**src/rtl/axis_actuator_driver_pkg.sv**
```systemverilog
// Shared definitions for the actuator driver: FSM state codes and DAC word helpers.
package axis_actuator_driver_pkg;

    // State codes are visible on the state output, so the encoding is fixed.
    typedef enum logic [1:0] {
        ST_IDLE  = 2'd0,
        ST_TRACK = 2'd1,
        ST_RAIL  = 2'd2,
        ST_HOLD  = 2'd3
    } drv_state_t;

    // Two's complement to offset binary: flip the sign bit of a width-bit word.
    // The value arrives sign-extended to 32 bits; the caller truncates the result.
    function automatic logic [31:0] to_offset_binary(input logic [31:0] value,
                                                     input int unsigned width);
        return value ^ (32'd1 << (width - 1));
    endfunction

endpackage

```
**src/rtl/axis_actuator_driver_slew_limiter.sv**
```systemverilog
// Combinational slew limiter: moves cur toward goal by at most max_step (0 = unlimited).
module axis_actuator_driver_slew_limiter #(
    parameter int DAC_WIDTH = 14
) (
    input  logic signed [DAC_WIDTH-1:0] cur,
    input  logic signed [DAC_WIDTH-1:0] goal,
    input  logic        [DAC_WIDTH-2:0] max_step,
    output logic signed [DAC_WIDTH-1:0] next_cur
);

    logic signed [DAC_WIDTH:0] delta;
    logic        [DAC_WIDTH:0] mag;
    logic signed [DAC_WIDTH:0] step_ext;
    logic signed [DAC_WIDTH:0] moved;

    // One extra bit keeps goal - cur exact; the stepped value always lies between
    // cur and goal, so dropping the extra bit afterwards cannot wrap.
    always_comb begin
        delta    = {goal[DAC_WIDTH-1], goal} - {cur[DAC_WIDTH-1], cur};
        mag      = delta[DAC_WIDTH] ? (~delta + {{DAC_WIDTH{1'b0}}, 1'b1}) : delta;
        step_ext = {2'b00, max_step};
        moved    = delta[DAC_WIDTH] ? ({cur[DAC_WIDTH-1], cur} - step_ext)
                                    : ({cur[DAC_WIDTH-1], cur} + step_ext);
        next_cur = goal;
        if ((max_step != '0) && (mag > {2'b00, max_step})) begin
            next_cur = moved[DAC_WIDTH-1:0];
        end
    end

endmodule

```
**src/rtl/axis_actuator_driver.sv**
```systemverilog
// AXI-Stream action to DAC driver: scale, offset+saturate, slew limit, rail/hold FSM.
module axis_actuator_driver
    import axis_actuator_driver_pkg::*;
#(
    parameter int AXIS_TDATA_WIDTH = 32,
    parameter int DAC_WIDTH        = 14,
    parameter int RAIL_COUNT       = 4
) (
    input  logic                        clk,
    input  logic                        rst,
    input  logic [AXIS_TDATA_WIDTH-1:0] axis_ACTION_tdata,
    input  logic                        axis_ACTION_tvalid,
    output logic                        axis_ACTION_tready,
    input  logic                        en,
    input  logic                        hold,
    input  logic [DAC_WIDTH-1:0]        OFFSET,
    input  logic [DAC_WIDTH-2:0]        MAX_STEP,
    output logic [DAC_WIDTH-1:0]        dac_data,
    output logic                        dac_valid,
    output logic                        rail_flag,
    output logic [1:0]                  state
);

    localparam int CNT_W = $clog2(RAIL_COUNT + 1);

    drv_state_t                  state_reg;
    logic                        s1_valid_reg;
    logic signed [DAC_WIDTH-1:0] s1_sum_reg;
    logic                        s1_sat_reg;
    logic signed [DAC_WIDTH-1:0] cur_reg;
    logic        [DAC_WIDTH-1:0] dac_data_reg;
    logic                        dac_valid_reg;
    logic        [CNT_W-1:0]     rail_cnt_reg;

    logic signed [DAC_WIDTH-1:0] target;
    logic signed [DAC_WIDTH:0]   sum_full;
    logic                        sat_hi;
    logic                        sat_lo;
    logic signed [DAC_WIDTH-1:0] sum_sat;
    logic                        active;
    logic                        accept;
    logic                        s2_fire;
    logic signed [DAC_WIDTH-1:0] cur_next;
    logic        [CNT_W-1:0]     rail_cnt_next;

    // The arithmetic right shift followed by truncation is exactly the top DAC_WIDTH bits.
    assign target             = axis_ACTION_tdata[AXIS_TDATA_WIDTH-1 -: DAC_WIDTH];
    assign active             = (state_reg == ST_TRACK) || (state_reg == ST_RAIL);
    assign axis_ACTION_tready = (state_reg != ST_IDLE);
    assign accept             = axis_ACTION_tvalid && axis_ACTION_tready;
    // A stage-1 sample only reaches the output while tracking; in IDLE/HOLD it is dropped.
    assign s2_fire            = s1_valid_reg && active;

    // Offset add with saturation to the signed DAC range; overflow shows up as a
    // mismatch between the extra sign bit and the DAC sign bit.
    always_comb begin
        sum_full = {target[DAC_WIDTH-1], target} + {OFFSET[DAC_WIDTH-1], OFFSET};
        sat_hi   = !sum_full[DAC_WIDTH] &&  sum_full[DAC_WIDTH-1];
        sat_lo   =  sum_full[DAC_WIDTH] && !sum_full[DAC_WIDTH-1];
        sum_sat  = sum_full[DAC_WIDTH-1:0];
        if (sat_hi) begin
            sum_sat = {1'b0, {(DAC_WIDTH-1){1'b1}}};
        end else if (sat_lo) begin
            sum_sat = {1'b1, {(DAC_WIDTH-1){1'b0}}};
        end
    end

    // Consecutive-saturation counter, pinned at RAIL_COUNT.
    always_comb begin
        rail_cnt_next = '0;
        if (s1_sat_reg) begin
            rail_cnt_next = (rail_cnt_reg == CNT_W'(RAIL_COUNT)) ? rail_cnt_reg
                                                                 : rail_cnt_reg + CNT_W'(1);
        end
    end

    axis_actuator_driver_slew_limiter #(
        .DAC_WIDTH(DAC_WIDTH)
    ) u_slew (
        .cur      (cur_reg),
        .goal     (s1_sum_reg),
        .max_step (MAX_STEP),
        .next_cur (cur_next)
    );

    // Two-stage pipeline and mode FSM; en=0 beats hold, which beats rail tracking.
    always_ff @(posedge clk) begin
        if (rst) begin
            state_reg     <= ST_IDLE;
            s1_valid_reg  <= 1'b0;
            s1_sum_reg    <= '0;
            s1_sat_reg    <= 1'b0;
            cur_reg       <= '0;
            dac_data_reg  <= {1'b1, {(DAC_WIDTH-1){1'b0}}};
            dac_valid_reg <= 1'b0;
            rail_cnt_reg  <= '0;
        end else begin
            s1_valid_reg  <= accept && active;
            s1_sum_reg    <= sum_sat;
            s1_sat_reg    <= sat_hi || sat_lo;
            dac_valid_reg <= s2_fire;
            if (s2_fire) begin
                cur_reg      <= cur_next;
                dac_data_reg <= DAC_WIDTH'(to_offset_binary(32'(cur_next), DAC_WIDTH));
                rail_cnt_reg <= rail_cnt_next;
            end
            if (!en) begin
                state_reg    <= ST_IDLE;
                rail_cnt_reg <= '0;
            end else begin
                case (state_reg)
                    ST_IDLE:  state_reg <= ST_TRACK;
                    ST_TRACK: begin
                        if (hold) begin
                            state_reg <= ST_HOLD;
                        end else if (s2_fire && (rail_cnt_next == CNT_W'(RAIL_COUNT))) begin
                            state_reg <= ST_RAIL;
                        end
                    end
                    ST_RAIL: begin
                        if (hold) begin
                            state_reg <= ST_HOLD;
                        end else if (s2_fire && !s1_sat_reg) begin
                            state_reg <= ST_TRACK;
                        end
                    end
                    ST_HOLD: begin
                        if (!hold) begin
                            state_reg    <= ST_TRACK;
                            rail_cnt_reg <= '0;
                        end
                    end
                    default: state_reg <= ST_IDLE;
                endcase
            end
        end
    end

    assign dac_data  = dac_data_reg;
    assign dac_valid = dac_valid_reg;
    assign rail_flag = (state_reg == ST_RAIL);
    assign state     = state_reg;

endmodule

```
**config.mk**
```make
export PLATFORM = sky130hd
export DESIGN_NAME = axis_actuator_driver
export DESIGN_NICKNAME = d
export VERILOG_FILES = /design/src/rtl/axis_actuator_driver_pkg.sv /design/src/rtl/axis_actuator_driver_slew_limiter.sv /design/src/rtl/axis_actuator_driver.sv
export SDC_FILE = /design/constraint.sdc
export NUM_CORES = 1
export LEC_CHECK = 0
export CAP_MARGIN = 5
export CORE_MARGIN = 2
export CORE_UTILIZATION = 50
export CTS_CLUSTER_SIZE = 25
export DETAILED_ROUTE_END_ITERATION = 7
export PLACE_DENSITY_LB_ADDON = 0.05
export RECOVER_POWER = 100
export SKIP_CTS_REPAIR_TIMING = 1
export SYNTH_ARGS = -nofsm -noshare
export SYNTH_HDL_FRONTEND = slang
export SYNTH_SLANG_ARGS = --single-unit
```
**constraint.sdc**
```tcl
create_clock -name clk -period 15.2 [get_ports clk]
set_clock_uncertainty 0.2 [all_clocks]
set_input_delay 3.8 -clock clk [delete_from_list [all_inputs] [get_ports clk]]
set_output_delay 3.8 -clock clk [all_outputs]
set_load 0.01 [all_outputs]
```
Yosys cells after proc, flatten, opt, wreduce, memory -nomap -nowiden. Index checks and enable logic that the tools add are counted.

Word-level logic and storage cells: 62. Bits in registers: 50. Output and inout port bits: 19.

$add $sub $neg: 6. $lt $le $gt $ge: 1. Eq/ne operators: 8. Muxes and demuxes: 16. Reduce and logical (&&, ||, !) cells: 19. Bitwise logic cells: 3.

Operators by type and width (count): 2-to-1 mux 14 bit (3); adder 14 x 14 -> 15 bit (1); adder 15 x 1 -> 15 bit (second input constant) (1); > comparator 15 x 13 -> 1 bit (1); 2-to-1 mux 15 bit (1); 2-to-1 mux 3 bit (5); NOT 15 bit (1); subtractor 14 x 14 -> 15 bit (1); adder 14 bit (1); subtractor 14 bit (1); 2-to-1 mux 13 bit (1); nonzero test 13 bit (1); 2-to-1 mux 2 bit (5); logical AND 1 bit (8); one-hot mux 2 bit (4 select lines) (1); equality test 3 bit (second input constant) (2); inequality test 3 x 2 -> 1 bit (second input constant) (2); equality test 2 bit (second input constant) (2); OR reduction 2 bit (2); adder 3 x 1 -> 3 bit (second input constant) (1); zero test 1 bit (3); AND reduction 3 bit (1); equality test 2 x 1 -> 1 bit (second input constant) (1); zero test 2 bit (1); other kinds (4) (6).

Longest topological paths before layout.
Depth after elaboration: 8. Depth in mapped cells: 24. Mapped depth without buffers: 22.

Modules after synthesis. Synthesis repeated with hierarchy kept, for this count alone.

Cell total of the unflattened synthesis: 601. Area, all modules: 4653.2 um^2.

By module, submodules not included: axis_actuator_driver_slew_limiter (times used 1, cells an instance 324, sequential area each 0.0 um^2, area each 2397.3 um^2); axis_actuator_driver (times used 1, cells an instance 277, sequential area each 740.7 um^2, area each 2255.9 um^2).

Worst setup path after synthesis. No wires, ideal clock.

Path type: input port to flip-flop. From: input port OFFSET[0]. To: register s1_sum_reg[11]. Library setup time: 0.079 ns. Cell stages on the path: 16. Arrival time: 6.431 ns. Slack: 8.490 ns. Path buffers: 1. Path through: ha_1 inv_1 fa_1 nor2b_1 o21ai_0 a21oi_1 o21ai_0 a21oi_1 o2111ai_1 a31oi_1 and2_1 o31ai_1 ha_1 clkbuf_1 or3_1 o211ai_1.

Longest elaborated chain between the ends: 5. Elaborated cells on any way between the ends: 7.

Ends and longest elaborated chain: start, declared (line axis_actuator_driver.sv:16) `input logic [DAC_WIDTH-1:0] OFFSET,`; adder 14 x 14 -> 15 bit * (line axis_actuator_driver.sv:57) `sum_full = {target[DAC_WIDTH-1], target} + {OFFSET[DAC_WIDTH-1], OFFSET};`; zero test 1 bit (line axis_actuator_driver.sv:59) `sat_lo = sum_full[DAC_WIDTH] && !sum_full[DAC_WIDTH-1];`; logical AND 1 bit (line axis_actuator_driver.sv:59); 2-to-1 mux 14 bit (line axis_actuator_driver.sv:63) `end else if (sat_lo) begin`; 2-to-1 mux 13 bit * (line axis_actuator_driver.sv:61) `if (sat_hi) begin`; end signal, assigned (line axis_actuator_driver.sv:99) `s1_sum_reg <= sum_sat;`; end, declared (line axis_actuator_driver.sv:28) `logic signed [DAC_WIDTH-1:0] s1_sum_reg;`.

Every way passes the cells marked *; elsewhere a longest branch is shown, timed or not. A chain may end at the register's enable or synchronous reset.

Worst setup path in the final report.
From: input port MAX_STEP[9]. To: register cur_reg[13].

Longest elaborated chain between the ends: 3. Elaborated cells on any way between the ends: 7.

Ends and longest elaborated chain: start, declared (line axis_actuator_driver.sv:17) `input logic [DAC_WIDTH-2:0] MAX_STEP,`; adder 14 bit, or another cell as far along (line axis_actuator_driver_slew_limiter.sv:23) `: ({cur[DAC_WIDTH-1], cur} + step_ext);`; 2-to-1 mux 14 bit / logical AND 1 bit (equally long branches) (line axis_actuator_driver_slew_limiter.sv:22, axis_actuator_driver_slew_limiter.sv:25); 2-to-1 mux 14 bit * (line axis_actuator_driver_slew_limiter.sv:25) `if ((max_step != '0) && (mag > {2'b00, max_step})) begin`; end signal, assigned (line axis_actuator_driver.sv:103) `cur_reg <= cur_next;`; end, declared (line axis_actuator_driver.sv:30) `logic signed [DAC_WIDTH-1:0] cur_reg;`.

Marked as above.

==> impl_metrics.toml <==
[run_status]
status = "finished with violations"
violations = "capacitance limit, slew limit"

[timing]
final_hold_viol_count = 0
slew_violations = 17
setup_violations = 0
fin_setup_tns_ns = 0
period_minus_slack_ns = 8.52
rsz0062_at_grt = "false"
fin_crit_sh = 0.560
max_freq_ghz = 0.117
slew_headroom = -0.900
worst_pin_slew_ns = 2.83

[synth]
ys_seq_area_frac = 0.163
synth-simple-area-share = 0.186
netlist-cell-type-count = 58
synth_compound_area_frac = 0.253
synth-seq-cells = 37
synth_top_family_by_area = "compound AO/OA/AOI/OAI gates"
yosys_warnings = 0
async_reset_ff_frac = 0
syn_inst = 591
synthAdderAreaFrac = 0.193
synth_xor_area_frac = 0.0947
yosys_most_used_dff = "dfxtp_1"
muxShareOfSynthArea = 0.0268
synth_area_per_cell_um2 = 7.67
synth-edff-count = 0
syn_area_um2 = 4530
synthesis.nets = 723

[clock_tree]
clk_path_buf_depth = 2
cts_max_level = 2
cts_made_buffers = 5
cts_tree = "done"
clock_sinks = 37
clk_pin_slew_ns = 0.07
clock_latency_ns = 0.29
cts-root-buf = "clkbuf_8"

[critical_path]
cp_cell_sequence = "dlygate4sd3_1 > inv_1 > ha_1 > and4_1 > nand3_1 > nor3_1 > nor2_1 > o21ai_0 > o221ai_1 > o31ai_1 > mux2_1 > a22o_1"
path_max_fanout = 16
cp_slowest_cell = "o31ai_1"
critPathArrivalTime_ns = 8.50
critical_path_class = "input port to register"
start_kind = "input port"
cpPeakStageDelay_ns = 2.19
crit_required_ns = 15.18
end_kind = "register"

[routing]
detail_route.first_pass.iterations = 4
routed_wl_um = 10700
via_count = 4197
vias_per_cell = 5.63
route.detailed.drc = 0
routedWlPerCell_um = 14.3
drt-initial-drc-count = 129
ant_nets = 0

[floorplan]
die_x_um = 99.2
initial_core_util = 0.517
rows = 34
core_area_um2 = 8760
die-area_um2 = 9840
ios = 83
die_h_um = 99.2

[global_routing]
antenna_found_initial = 0
track_usage = 0.221
overflow = 0
grt_pass1_wl_um = 18000
grt_max_degree = 31
grt_pass1_vias = 4029

[power]
vdd_drop_max_mv = 0.0509
p_leak_nw = 2.23
power_density_nw_per_um2 = 115

[final_layout]
utilization = 0.600
final_common_cell = "ha_1"
mostFrequentLayoutCells = "ha_1, a21oi_1, inv_1"
area_delta_synth_final_pct = 16.0
diodes = 0
nets = 768
drive_gt1_frac = 0.0345

[place]
io_buffers = 64
gp_congestion = 0.882
dp_hpwl_um = 8660

[run]
maxCapViolations = 1

[min_path]
hold_path_class = "register to register"
[power breakdown]
group,switching [mW],internal (mW)
Clock,0.0339,0.0535
Combinational,0.222,0.185
Sequential,0.00671,0.105
Total,0.263,0.344
[metrics by stage]
stage	worst slack (ns)	hold WS, ns	area, µm²	cells	power, mW
global route	6.27	0.308	5260	745	0.666
floorplan	8.49	0.249	4530	591	0.438
finish	6.68	0.280	5260	745	0.607
CTS	7.77	0.277	5270	745	0.611
global placement	7.53	0.267	5160	737	0.513
detailed placement	7.47	0.266	5160	737	0.521
[worst paths after layout]
| kind | from | to | slack [ns] | depth (start not counted) |
|---|---|---|---|---|
| setup / recovery | MAX_STEP[9] | cur_reg[13] | 6.68 | 12 |
| hold / removal | rail_cnt_reg[1] | rail_cnt_reg[1] | 0.28 | 2 |
| setup reg to reg | cur_reg[1] | cur_reg[13] | 7.79 | 19 |
| hold reg to reg | rail_cnt_reg[1] | rail_cnt_reg[1] | 0.28 | 2 |
[worst max-delay path, delay by kind of cell]
family	cells	cell delay (ns)
AOI/OAI and AO/OA	4	2.64
buffers and inverters	2	0.70
and+or+nand+nor	4	0.63
muxes	1	0.43
adders and majority gates	1	0.29
[area by class of cell]
cell class,instances,area [µm²]
inverter,58,218
clock inverter,1,30.0
tap,108,135
multi-input combinational,469,3400
fill,816,3510
sequential,37,741
timing repair buffer,65,644
clock buffer,7,86.3
[kinds of logic after synthesis]
family	Yosys count
buffers and inverters	85
AO/OA/AOI/OAI	176
XOR/XNOR	49
AND/OR/NAND/NOR	164
flip-flops	37
multiplexers	12
adder cells (fa/ha/maj)	68
[synth_stat cells (3+ instances only)]
cell type,n,area share
a211o_1,3,0.0058
a211oi_1,11,0.018
a21o_1,11,0.018
a21oi_1,58,0.064
a221o_1,3,0.0066
a31oi_1,9,0.012
a41oi_1,4,0.0077
and2_1,3,0.0041
and3_1,7,0.0097
and4_1,3,0.0058
buf_4,13,0.022
clkbuf_1,13,0.011
dfxtp_1,37,0.16
fa_1,3,0.013
ha_1,65,0.18
inv_1,58,0.048
mux2i_1,11,0.024
nand2_1,32,0.027
nand2b_1,8,0.011
nand3_1,15,0.017
nand3b_1,3,0.0050
nand4_1,4,0.0055
nor2_1,38,0.031
nor2b_1,11,0.015
nor3_1,17,0.019
o211ai_1,7,0.012
o21a_1,5,0.0083
o21ai_0,37,0.041
o31a_1,3,0.0058
o31ai_1,7,0.012
or2_2,8,0.011
or3_1,5,0.0069
xnor2_1,40,0.077
xor2_1,9,0.017
[per-layer routing]
layer  global-route usage  share of wire  up-vias
li1                     -              -     2205
met1                0.290           0.49     1883
met2                0.375           0.45       90
met3               0.0323          0.040       19
met4               0.0685          0.020        0
met5                    0              0        -
Power figures use the tool's default switching activity.
